--- src/rtl/rv32_pkg.sv ---
// Shared RV32 pipeline definitions: data width, bubble encoding and fetch FSM states.
package rv32_pkg;

    localparam int unsigned XLEN = 32;

    localparam logic [XLEN-1:0] NOP_INSTR = 32'h0000_0013;

    typedef enum logic {
        FETCH_RUN   = 1'b0,
        FETCH_FAULT = 1'b1
    } fetch_state_e;

endpackage

--- src/rtl/instruction_fetch_stage_if_id_register.sv ---
// IF/ID pipeline register: holds pc, pc+4, instruction and valid between fetch and decode.
module if_id_register
    import rv32_pkg::*;
(
    input  logic            clk,
    input  logic            i_reset,
    input  logic            i_load,
    input  logic            i_bubble,
    input  logic [XLEN-1:0] i_reset_value,
    input  logic [XLEN-1:0] i_pc,
    input  logic [XLEN-1:0] i_pc_plus4,
    input  logic [XLEN-1:0] i_instr,
    output logic [XLEN-1:0] o_pc,
    output logic [XLEN-1:0] o_pc_plus4,
    output logic [XLEN-1:0] o_instr,
    output logic            o_valid
);

    logic [XLEN-1:0] r_pc;
    logic [XLEN-1:0] r_pc_plus4;
    logic [XLEN-1:0] r_instr;
    logic            r_valid;

    // A bubble keeps the stale pc fields; only instr/valid mark it as a non-instruction.
    always_ff @(posedge clk) begin
        if (i_reset) begin
            r_pc       <= i_reset_value;
            r_pc_plus4 <= i_reset_value;
            r_instr    <= NOP_INSTR;
            r_valid    <= 1'b0;
        end else if (i_bubble) begin
            r_instr    <= NOP_INSTR;
            r_valid    <= 1'b0;
        end else if (i_load) begin
            r_pc       <= i_pc;
            r_pc_plus4 <= i_pc_plus4;
            r_instr    <= i_instr;
            r_valid    <= 1'b1;
        end
    end

    assign o_pc       = r_pc;
    assign o_pc_plus4 = r_pc_plus4;
    assign o_instr    = r_instr;
    assign o_valid    = r_valid;

endmodule

--- src/rtl/instruction_fetch_stage.sv ---
// RV32IM fetch stage: PC register, redirect/stall/fault control and the fetch counter.
module instruction_fetch_stage
    import rv32_pkg::*;
#(
    parameter logic [31:0] RESET_PC  = 32'h0000_0000,
    parameter int unsigned MEM_WORDS = 1024
) (
    input  logic        clk,
    input  logic        reset,
    input  logic        stall,
    input  logic        branch_taken,
    input  logic [31:0] branch_target,
    output logic [31:0] imem_addr,
    input  logic [31:0] imem_instr,
    output logic [31:0] ifid_pc,
    output logic [31:0] ifid_pc_plus4,
    output logic [31:0] ifid_instr,
    output logic        ifid_valid,
    output logic        fetch_fault,
    output logic [31:0] fetch_count
);

    localparam logic [31:0] MEM_LIMIT = MEM_WORDS;

    fetch_state_e    r_state;
    logic [XLEN-1:0] r_pc;
    logic [XLEN-1:0] r_fetch_count;

    fetch_state_e    w_next_state;
    logic [XLEN-1:0] w_next_pc;
    logic [XLEN-1:0] w_pc_plus4;
    logic            w_load;
    logic            w_bubble;
    logic            w_count_inc;
    logic            w_out_of_range;

    assign imem_addr      = {2'b00, r_pc[31:2]};
    assign w_pc_plus4     = r_pc + 32'd4;
    assign w_out_of_range = imem_addr >= MEM_LIMIT;

    // Priority: redirect (misaligned faults) over stall over range fault over normal fetch.
    always_comb begin
        // NOTE: defaults first so every path assigns every output and no latch is inferred.
        w_next_state = r_state;
        w_next_pc    = r_pc;
        w_load       = 1'b0;
        w_bubble     = 1'b0;
        w_count_inc  = 1'b0;
        unique case (r_state)
            FETCH_RUN: begin
                if (branch_taken) begin
                    w_bubble = 1'b1;
                    if (branch_target[1:0] != 2'b00) begin
                        w_next_state = FETCH_FAULT;
                    end else begin
                        w_next_pc = branch_target;
                    end
                end else if (stall) begin
                    w_next_pc = r_pc;
                end else if (w_out_of_range) begin
                    w_next_state = FETCH_FAULT;
                    w_bubble     = 1'b1;
                end else begin
                    w_load      = 1'b1;
                    w_next_pc   = w_pc_plus4;
                    w_count_inc = 1'b1;
                end
            end
            FETCH_FAULT: begin
                w_next_state = FETCH_FAULT;
            end
            default: begin
                w_next_state = FETCH_FAULT;
            end
        endcase
    end

    // NOTE: sequential state uses non-blocking assignments so all registers update together.
    always_ff @(posedge clk) begin
        if (reset) begin
            r_state       <= FETCH_RUN;
            r_pc          <= RESET_PC;
            r_fetch_count <= '0;
        end else begin
            r_state <= w_next_state;
            r_pc    <= w_next_pc;
            if (w_count_inc) begin
                r_fetch_count <= r_fetch_count + 32'd1;
            end
        end
    end

    if_id_register u_if_id (
        .clk          (clk),
        .i_reset      (reset),
        .i_load       (w_load),
        .i_bubble     (w_bubble),
        .i_reset_value('0),
        .i_pc         (r_pc),
        .i_pc_plus4   (w_pc_plus4),
        .i_instr      (imem_instr),
        .o_pc         (ifid_pc),
        .o_pc_plus4   (ifid_pc_plus4),
        .o_instr      (ifid_instr),
        .o_valid      (ifid_valid)
    );

    assign fetch_fault = (r_state == FETCH_FAULT);
    assign fetch_count = r_fetch_count;

endmodule

--- config.mk ---
export PLATFORM = sky130hd
export DESIGN_NAME = instruction_fetch_stage
export DESIGN_NICKNAME = d
export VERILOG_FILES = /design/src/rtl/rv32_pkg.sv /design/src/rtl/instruction_fetch_stage_if_id_register.sv /design/src/rtl/instruction_fetch_stage.sv
export SDC_FILE = /design/constraint.sdc
export NUM_CORES = 1
export LEC_CHECK = 0
export BUFFER_PORTS_ARGS = -buffer_cell sky130_fd_sc_hd__buf_2
export CORE_MARGIN = 8
export CORE_UTILIZATION = 35
export DETAILED_ROUTE_END_ITERATION = 10
export GPL_TIMING_DRIVEN = 0
export MAX_ROUTING_LAYER = met4
export PLACE_DENSITY = 0.61
export SYNTH_ARGS = -nofsm -noshare
export SYNTH_HDL_FRONTEND = slang
export SYNTH_SLANG_ARGS = --single-unit
--- constraint.sdc ---
create_clock -name clk -period 2.4 [get_ports clk]
set_clock_uncertainty 0.2 [all_clocks]
set_input_delay 0 -clock clk [delete_from_list [all_inputs] [get_ports clk]]
set_output_delay 0 -clock clk [all_outputs]
set_load 0.01 [all_outputs]
==> results.py, run 1 <==
metrics = {
    "worst_setup_path": {
        "cp.arrival_ns": 2.43,
        "cp.required_ns": 2.56,
        "timing.rr.start": "r_pc[12]",
        "regToRegSetupSlack_ns": 0.14,
        "cp.depth": 7,
        "crit_chain": "buf_2, nor4_4, and3_1, buf_6, nand4_1, or3_1, a21oi_1",
        "worst-setup-path-type": "reg -> reg",
        "worst_setup_path_start_kind": "register",
        "crit_buf_inv": 2,
        "cp_max_fo": 8,
        "path_delay_family": "simple AND/OR/NAND/NOR gates",
        "max_stage_delay_ns": 0.44,
        "cp_slowest_cell": "or3_1",
        "r2r_cells": 7,
        "timing.rr.end": "fetch_count[21]",
        "critPathCaptureType": "register",
    },
    "global_route": {
        "grt.busiest_layer": "met2",
        "globalRouteMet3Util": 0.0443,
        "grt_pass1_vias": 6228,
        "antenna_found_initial": 0,
        "gr-usage-met1": 0.223,
        "grt_pass1_wl_um": 33900,
        "grt_max_degree": 18,
        "grt_use_met2": 0.301,
        "grt_usage": 0.185,
        "grt_overflow_total": 0,
    },
    "sta": {
        "finalHoldViolCount": 0,
        "fin_crit_sh": 0.943,
        "slew_violations": 0,
        "slew_headroom": 0.510,
        "tightest_slew_ns": 0.732,
        "fmax_mhz": 442,
        "finalCriticalPeriod_ns": 2.26,
        "setup_viol": 0,
    },
    "finish": {
        "nFillCells": 1803,
        "postLayoutCellArea_mm2": 0.00934,
        "nets": 1154,
        "drive_gt1_frac": 0.303,
        "syn_to_final_growth_pct": 44.5,
        "post-route-util": 0.518,
        "diodes": 0,
    },
    "placed_design": {
        "place_area_mm2": 0.00789,
        "gp_congestion": 0.793,
        "port_buffers": 226,
        "dp_hpwl_um": 15400,
    },
    "hold_path": {
        "hold_start": "branch_target[1]",
        "hold_path_end": "r_pc[30]",
        "hold_depth": 5,
        "hold_path.class": "in -> reg",
    },
    "clock_tree": {
        "clock_latency_ns": 0.43,
        "cts_max_path_buffers": 2,
        "clkSinkCount": 160,
        "cts_buffers": 17,
        "cts_tree": "done",
        "htreeDepth": 4,
        "clk_pin_slew_ns": 0.07,
        "clockRootBuffer": "clkbuf_16",
    },
    "power": {
        "peakVddDrop_mv": 0.478,
        "comb_power_share": 0.117,
        "power_density_mw_per_mm2": 677,
        "p_int_mw": 4.62,
        "p_sw_frac": 0.270,
        "finalPower_mw": 6.33,
        "clkPwrFrac": 0.445,
        "pwr-share-seq": 0.438,
        "power_switching_mw": 1.71,
        "power_leakage_nw": 4.06,
    },
    "detailed_routing": {
        "via_per_inst": 4.77,
        "routedWlPerCell_um": 16.1,
        "totalWireLength_um": 21300,
        "drtIter0Drc": 297,
        "via_count": 6324,
        "drtAntennaViolNets": 0,
        "drtPass1Iterations": 5,
        "drc": 0,
    },
    "job": {
        "maxCapViolations": 0,
    },
    "yosys": {
        "synth_edf_count": 0,
        "synthCells": 760,
        "avgSynthCellArea_um2": 8.51,
        "ys.warnings.count": 0,
        "synth_cell_types": 43,
        "yosysSeqAreaShare": 0.495,
        "synthFlopType": "dfxtp_1",
        "ys_async_sr_fraction": 0,
        "synth_area_mm2": 0.00647,
        "ys_seq_elements": 160,
    },
    "floorplanning": {
        "fp.dieW_um": 152,
        "io_pins": 230,
        "row_count": 49,
        "initial_core_util": 0.359,
        "die_h_um": 152,
        "coreArea_mm2": 0.0180,
        "dieArea_mm2": 0.0231,
    },
    "status": {
        "status": "completed",
    },
}
[through the flow]
step / TNS, ns / hold slack, ns / instances / setup slack [ns]
2_1_floorplan: 0 / -0.0763 / 761 / 0.347
3_3_place_gp: -15.07 / 0.0404 / 1216 / -0.263
3_5_place_dp: -14.73 / 0.0405 / 1216 / -0.292
4_1_cts: 0 / 0.0232 / 1320 / 0.0341
5_1_grt: -0.0181 / 0.0589 / 1325 / -0.0181
6_report: 0 / 0.0341 / 1325 / 0.138
[power groups by stage]
| stage | clock (mW) | sequential, mW | combinational, mW |
|---|---|---|---|
| 2_1_floorplan | 0 | 2.83 | 0.352 |
| 3_3_place_gp | 0 | 2.83 | 0.618 |
| 3_5_place_dp | 0 | 2.83 | 0.623 |
| 4_1_cts | 2.89 | 2.77 | 0.730 |
| 5_1_grt | 3.01 | 2.78 | 0.810 |
| 6_report | 2.82 | 2.77 | 0.739 |
[cells in the final DEF, fill, tap and decap left out, types with 3 or more instances in the layout]
cell           count
a211oi_1          10
a21oi_1           84
a22o_1             7
a31oi_1            3
and2_1            47
and3_1             4
and4_1            10
buf_2            241
buf_4             40
clkbuf_1          30
clkbuf_16         17
dfxtp_1          158
dlygate4sd3_1     72
ha_1               3
inv_1              7
inv_6              8
inv_8              3
nand2_1          146
nand3_1           29
nand3b_1           3
nand4_1            9
nor2_1            41
nor4_1            13
nor4_4             3
o21ai_0           18
o31ai_1           13
or3_1             10
or4_1              7
xnor2_1           16
xor2_1             7
[layer usage]
| metal | vias up | share of wire |
|---|---|---|
| met5 | - | 0 |
| met1 | 2899 | 0.45 |
| li1 | 3219 | - |
| met4 | 0 | 0.015 |
| met2 | 184 | 0.49 |
| met3 | 22 | 0.052 |
[Yosys cell counts, types with 9 or more instances]
library cell / count / area [µm²]
or3_1: 10 / 62.6
nor4_1: 15 / 93.8
o31ai_1: 14 / 105
dfxtp_1: 160 / 3200
buf_4: 35 / 263
nand4_1: 9 / 56.3
clkbuf_1: 32 / 120
a211oi_1: 10 / 75.1
nand2_1: 146 / 548
a21oi_1: 85 / 425
buf_2: 16 / 80.1
and4_1: 10 / 87.6
xnor2_1: 16 / 140
and2_1: 47 / 294
o21ai_0: 18 / 90.1
nand3_1: 30 / 150
nor2_1: 42 / 158
[final cells by class]
class	count	area (µm²)	area share
Clock inverter	15	185	0.0198
Multi-Input combinational cell	510	2840	0.304
Buffer	84	482	0.0516
Inverter	7	26.3	0.00281
Timing Repair Buffer	303	1890	0.202
Tap cell	229	287	0.0307
Clock buffer	17	425	0.0455
Sequential cell	160	3210	0.343
[cells by family after synthesis]
family,Yosys count,synth area share
AND/OR/NAND/NOR,335,0.257
flip-flops,160,0.495
buffers and inverters,91,0.0774
adder cells (fa/ha/maj),3,0.00580
other,1,0.000580
XOR/XNOR,23,0.0311
multiplexers,1,0.00155
AO/OA/AOI/OAI,146,0.131
[worst max-delay path by stage]
stage / start / endpoint / slack (ns)
6_report: r_pc[12] / fetch_count[21] / 0.14
5_1_grt: r_pc[27] / fetch_count[21] / -0.02
4_1_cts: r_pc[12] / u_if_id.o_pc_plus4[29] / 0.03
3_5_place_dp: r_pc[12] / u_if_id.o_valid / -0.29
3_3_place_gp: r_pc[16] / u_if_id.o_pc_plus4[28] / -0.26
2_1_floorplan: fetch_count[7] / fetch_count[27] / 0.35
[state kept, by name, summed over array words and instances, names as in the netlist]
signal	flops
fetch_count	32
r_pc	32
u_if_id.o_instr	32
u_if_id.o_pc	32
u_if_id.o_pc_plus4	30
fetch_fault	1
u_if_id.o_valid	1
[worst min-delay path, stage by stage]
cell,delay [ns]
buf_2,0.11
nor4_4,0.08
clkbuf_1,0.22
nand3_1,0.14
a21oi_1,0.06
[what timing repair did]
action                                 4_1_cts  5_1_grt
setup endpoints to repair                  110       81
gates resized for setup                      9       11
endpoints found under the hold margin       66        0
setup buffers                                0        5
hold buffers                                72        0
pin swaps                                    1        0
No activity file was read; power rests on OpenSTA's default activity.
==> run 2, diff against run 1 <==
clock period = 2.7 ns   (was 2.4 ns; I/O delays follow)
==> run 2 against run 1 <==
Effect of this change: die area unchanged; critical endpoint is now u_if_id.o_pc_plus4[29]; worst setup slack improved by 0.091 ns; combinational power fell by 14%; final cell count down 0.45%; routed wire length shrank 0.63%; count of clock-buffer cells in the layout stayed put; total power down 12%; sequential cell count is the same.
==> results.py, run 2 (synthesis results as in run 1) <==
metrics = {
    "status": {
        "status": "completed",
    },
    "sta": {
        "setup_ws_ns": 0.229,
        "fmax_mhz": 405,
        "setup_viol": 0,
        "fin_crit_sh": 0.915,
        "tightest_slew_ns": 0.765,
        "slew_headroom": 0.486,
        "finalCriticalPeriod_ns": 2.47,
        "setup_tns_ns": 0,
        "slew_violations": 0,
        "rsz0062_at_grt": "no",
        "finalHoldViolCount": 0,
    },
    "placed_design": {
        "port_buffers": 226,
        "post-place-ws_ns": 0.00824,
        "dp_hpwl_um": 15400,
        "gp_congestion": 0.793,
        "numPlacedInstances": 1216,
    },
    "finish": {
        "drive_gt1_frac": 0.294,
        "layoutNonFillerInstCount": 1319,
        "nets": 1148,
        "final_common_cell": "buf_2",
        "diodes": 0,
        "final_cell_mix": "buf_2 (242), dfxtp_1 (160), nand2_1 (146), a21oi_1 (85), dlygate4sd3_1 (71)",
        "syn_to_final_growth_pct": 42.5,
        "post-route-util": 0.511,
    },
    "clock_tree": {
        "cts_buffers": 17,
        "clock_latency_ns": 0.43,
        "htreeDepth": 4,
        "clk_pin_slew_ns": 0.07,
        "cts_tree": "done",
        "clockRootBuffer": "clkbuf_16",
        "cts_max_path_buffers": 2,
        "clkSinkCount": 160,
    },
    "floorplanning": {
        "initial_core_util": 0.359,
        "dieArea_mm2": 0.0231,
        "row_count": 49,
        "io_pins": 230,
        "fp.dieW_um": 152,
        "die_h_um": 152,
        "coreArea_mm2": 0.0180,
    },
    "worst_setup_path": {
        "regToRegSetupSlack_ns": 0.23,
        "worst-setup-path-type": "reg -> reg",
        "critPathCaptureType": "register",
        "worst_setup_path_start_kind": "register",
        "cp.arrival_ns": 2.59,
        "cp_max_fo": 10,
        "cp.required_ns": 2.82,
    },
    "hold_path": {
        "hold_path.class": "in -> reg",
    },
    "global_route": {
        "grt_overflow_total": 0,
        "grt_pass1_wl_um": 33800,
        "grt_pass1_vias": 6187,
        "grt_max_degree": 18,
        "antenna_found_initial": 0,
        "grt_usage": 0.185,
    },
    "power": {
        "power_leakage_nw": 4.01,
        "power_density_mw_per_mm2": 607,
        "peakVddDrop_mv": 0.423,
        "finalPower_mw": 5.60,
    },
    "detailed_routing": {
        "via_per_inst": 4.82,
        "routedWlPerCell_um": 16.1,
        "drtPass1Iterations": 5,
        "drtIter0Drc": 324,
        "drc": 0,
        "drtAntennaViolNets": 0,
        "via_count": 6354,
        "totalWireLength_um": 21200,
    },
    "job": {
        "maxCapViolations": 0,
    },
}
## run 2: layer usage
metal,GRT usage,part of all wire
met1,0.223,0.45
met2,0.300,0.48
met3,0.0443,0.049
met4,0.0580,0.015
met5,-,0
## run 2: where the power goes
part / internal, mW / switching [mW]
clock: 1.41 / 1.09
combinational: 0.268 / 0.367
sequential: 2.41 / 0.0480
## run 2: path summary, 6_finish.rpt
path / from / endpoint / cells after the start
worst max register to register: r_pc[16] / u_if_id.o_pc_plus4[29] / 7
worst min register to register: u_if_id.o_pc[2] / u_if_id.o_pc[2] / 2
worst max-delay path: r_pc[16] / u_if_id.o_pc_plus4[29] / 7
worst min-delay path: branch_target[0] / r_pc[23] / 5
## run 2: through the flow
| step | hold slack, ns | instance area (µm²) |
|---|---|---|
| after floorplan | -0.0763 | 6470 |
| after global placement | 0.0404 | 7890 |
| after detailed placement | 0.0405 | 7890 |
| after CTS | 0.0176 | 9220 |
| after global routing | 0.0631 | 9220 |
| final | 0.0396 | 9220 |
## run 2: final cells by class
| cell class | instances | area [µm²] |
|---|---|---|
| Fill cell | 1807 | 8810 |
| Sequential cell | 160 | 3200 |
| Multi-Input combinational cell | 510 | 2780 |
| Timing Repair Buffer | 297 | 1840 |
| Buffer | 84 | 475 |
| Clock buffer | 17 | 425 |
| Tap cell | 229 | 287 |
| Clock inverter | 15 | 185 |
| Inverter | 7 | 26.3 |
## run 2: what timing repair did
action | 4_1_cts | 5_1_grt
endpoints found under the setup margin | 4 | 50
hold endpoints to repair | 68 | 0
pin swaps | 0 | 0
setup buffers | 0 | 0
gates cloned | 0 | 0
hold buffers | 71 | 0
gates resized for setup | 1 | 3
## run 2: critical path, stage by stage (launching register included)
cell and delay, ns:
dfxtp_1 0.35, nor4_1 0.42, nand3_1 0.27, nor2_2 0.32, nor2_1 0.16, clkbuf_1 0.21, clkbuf_1 0.23, and2_1 0.20
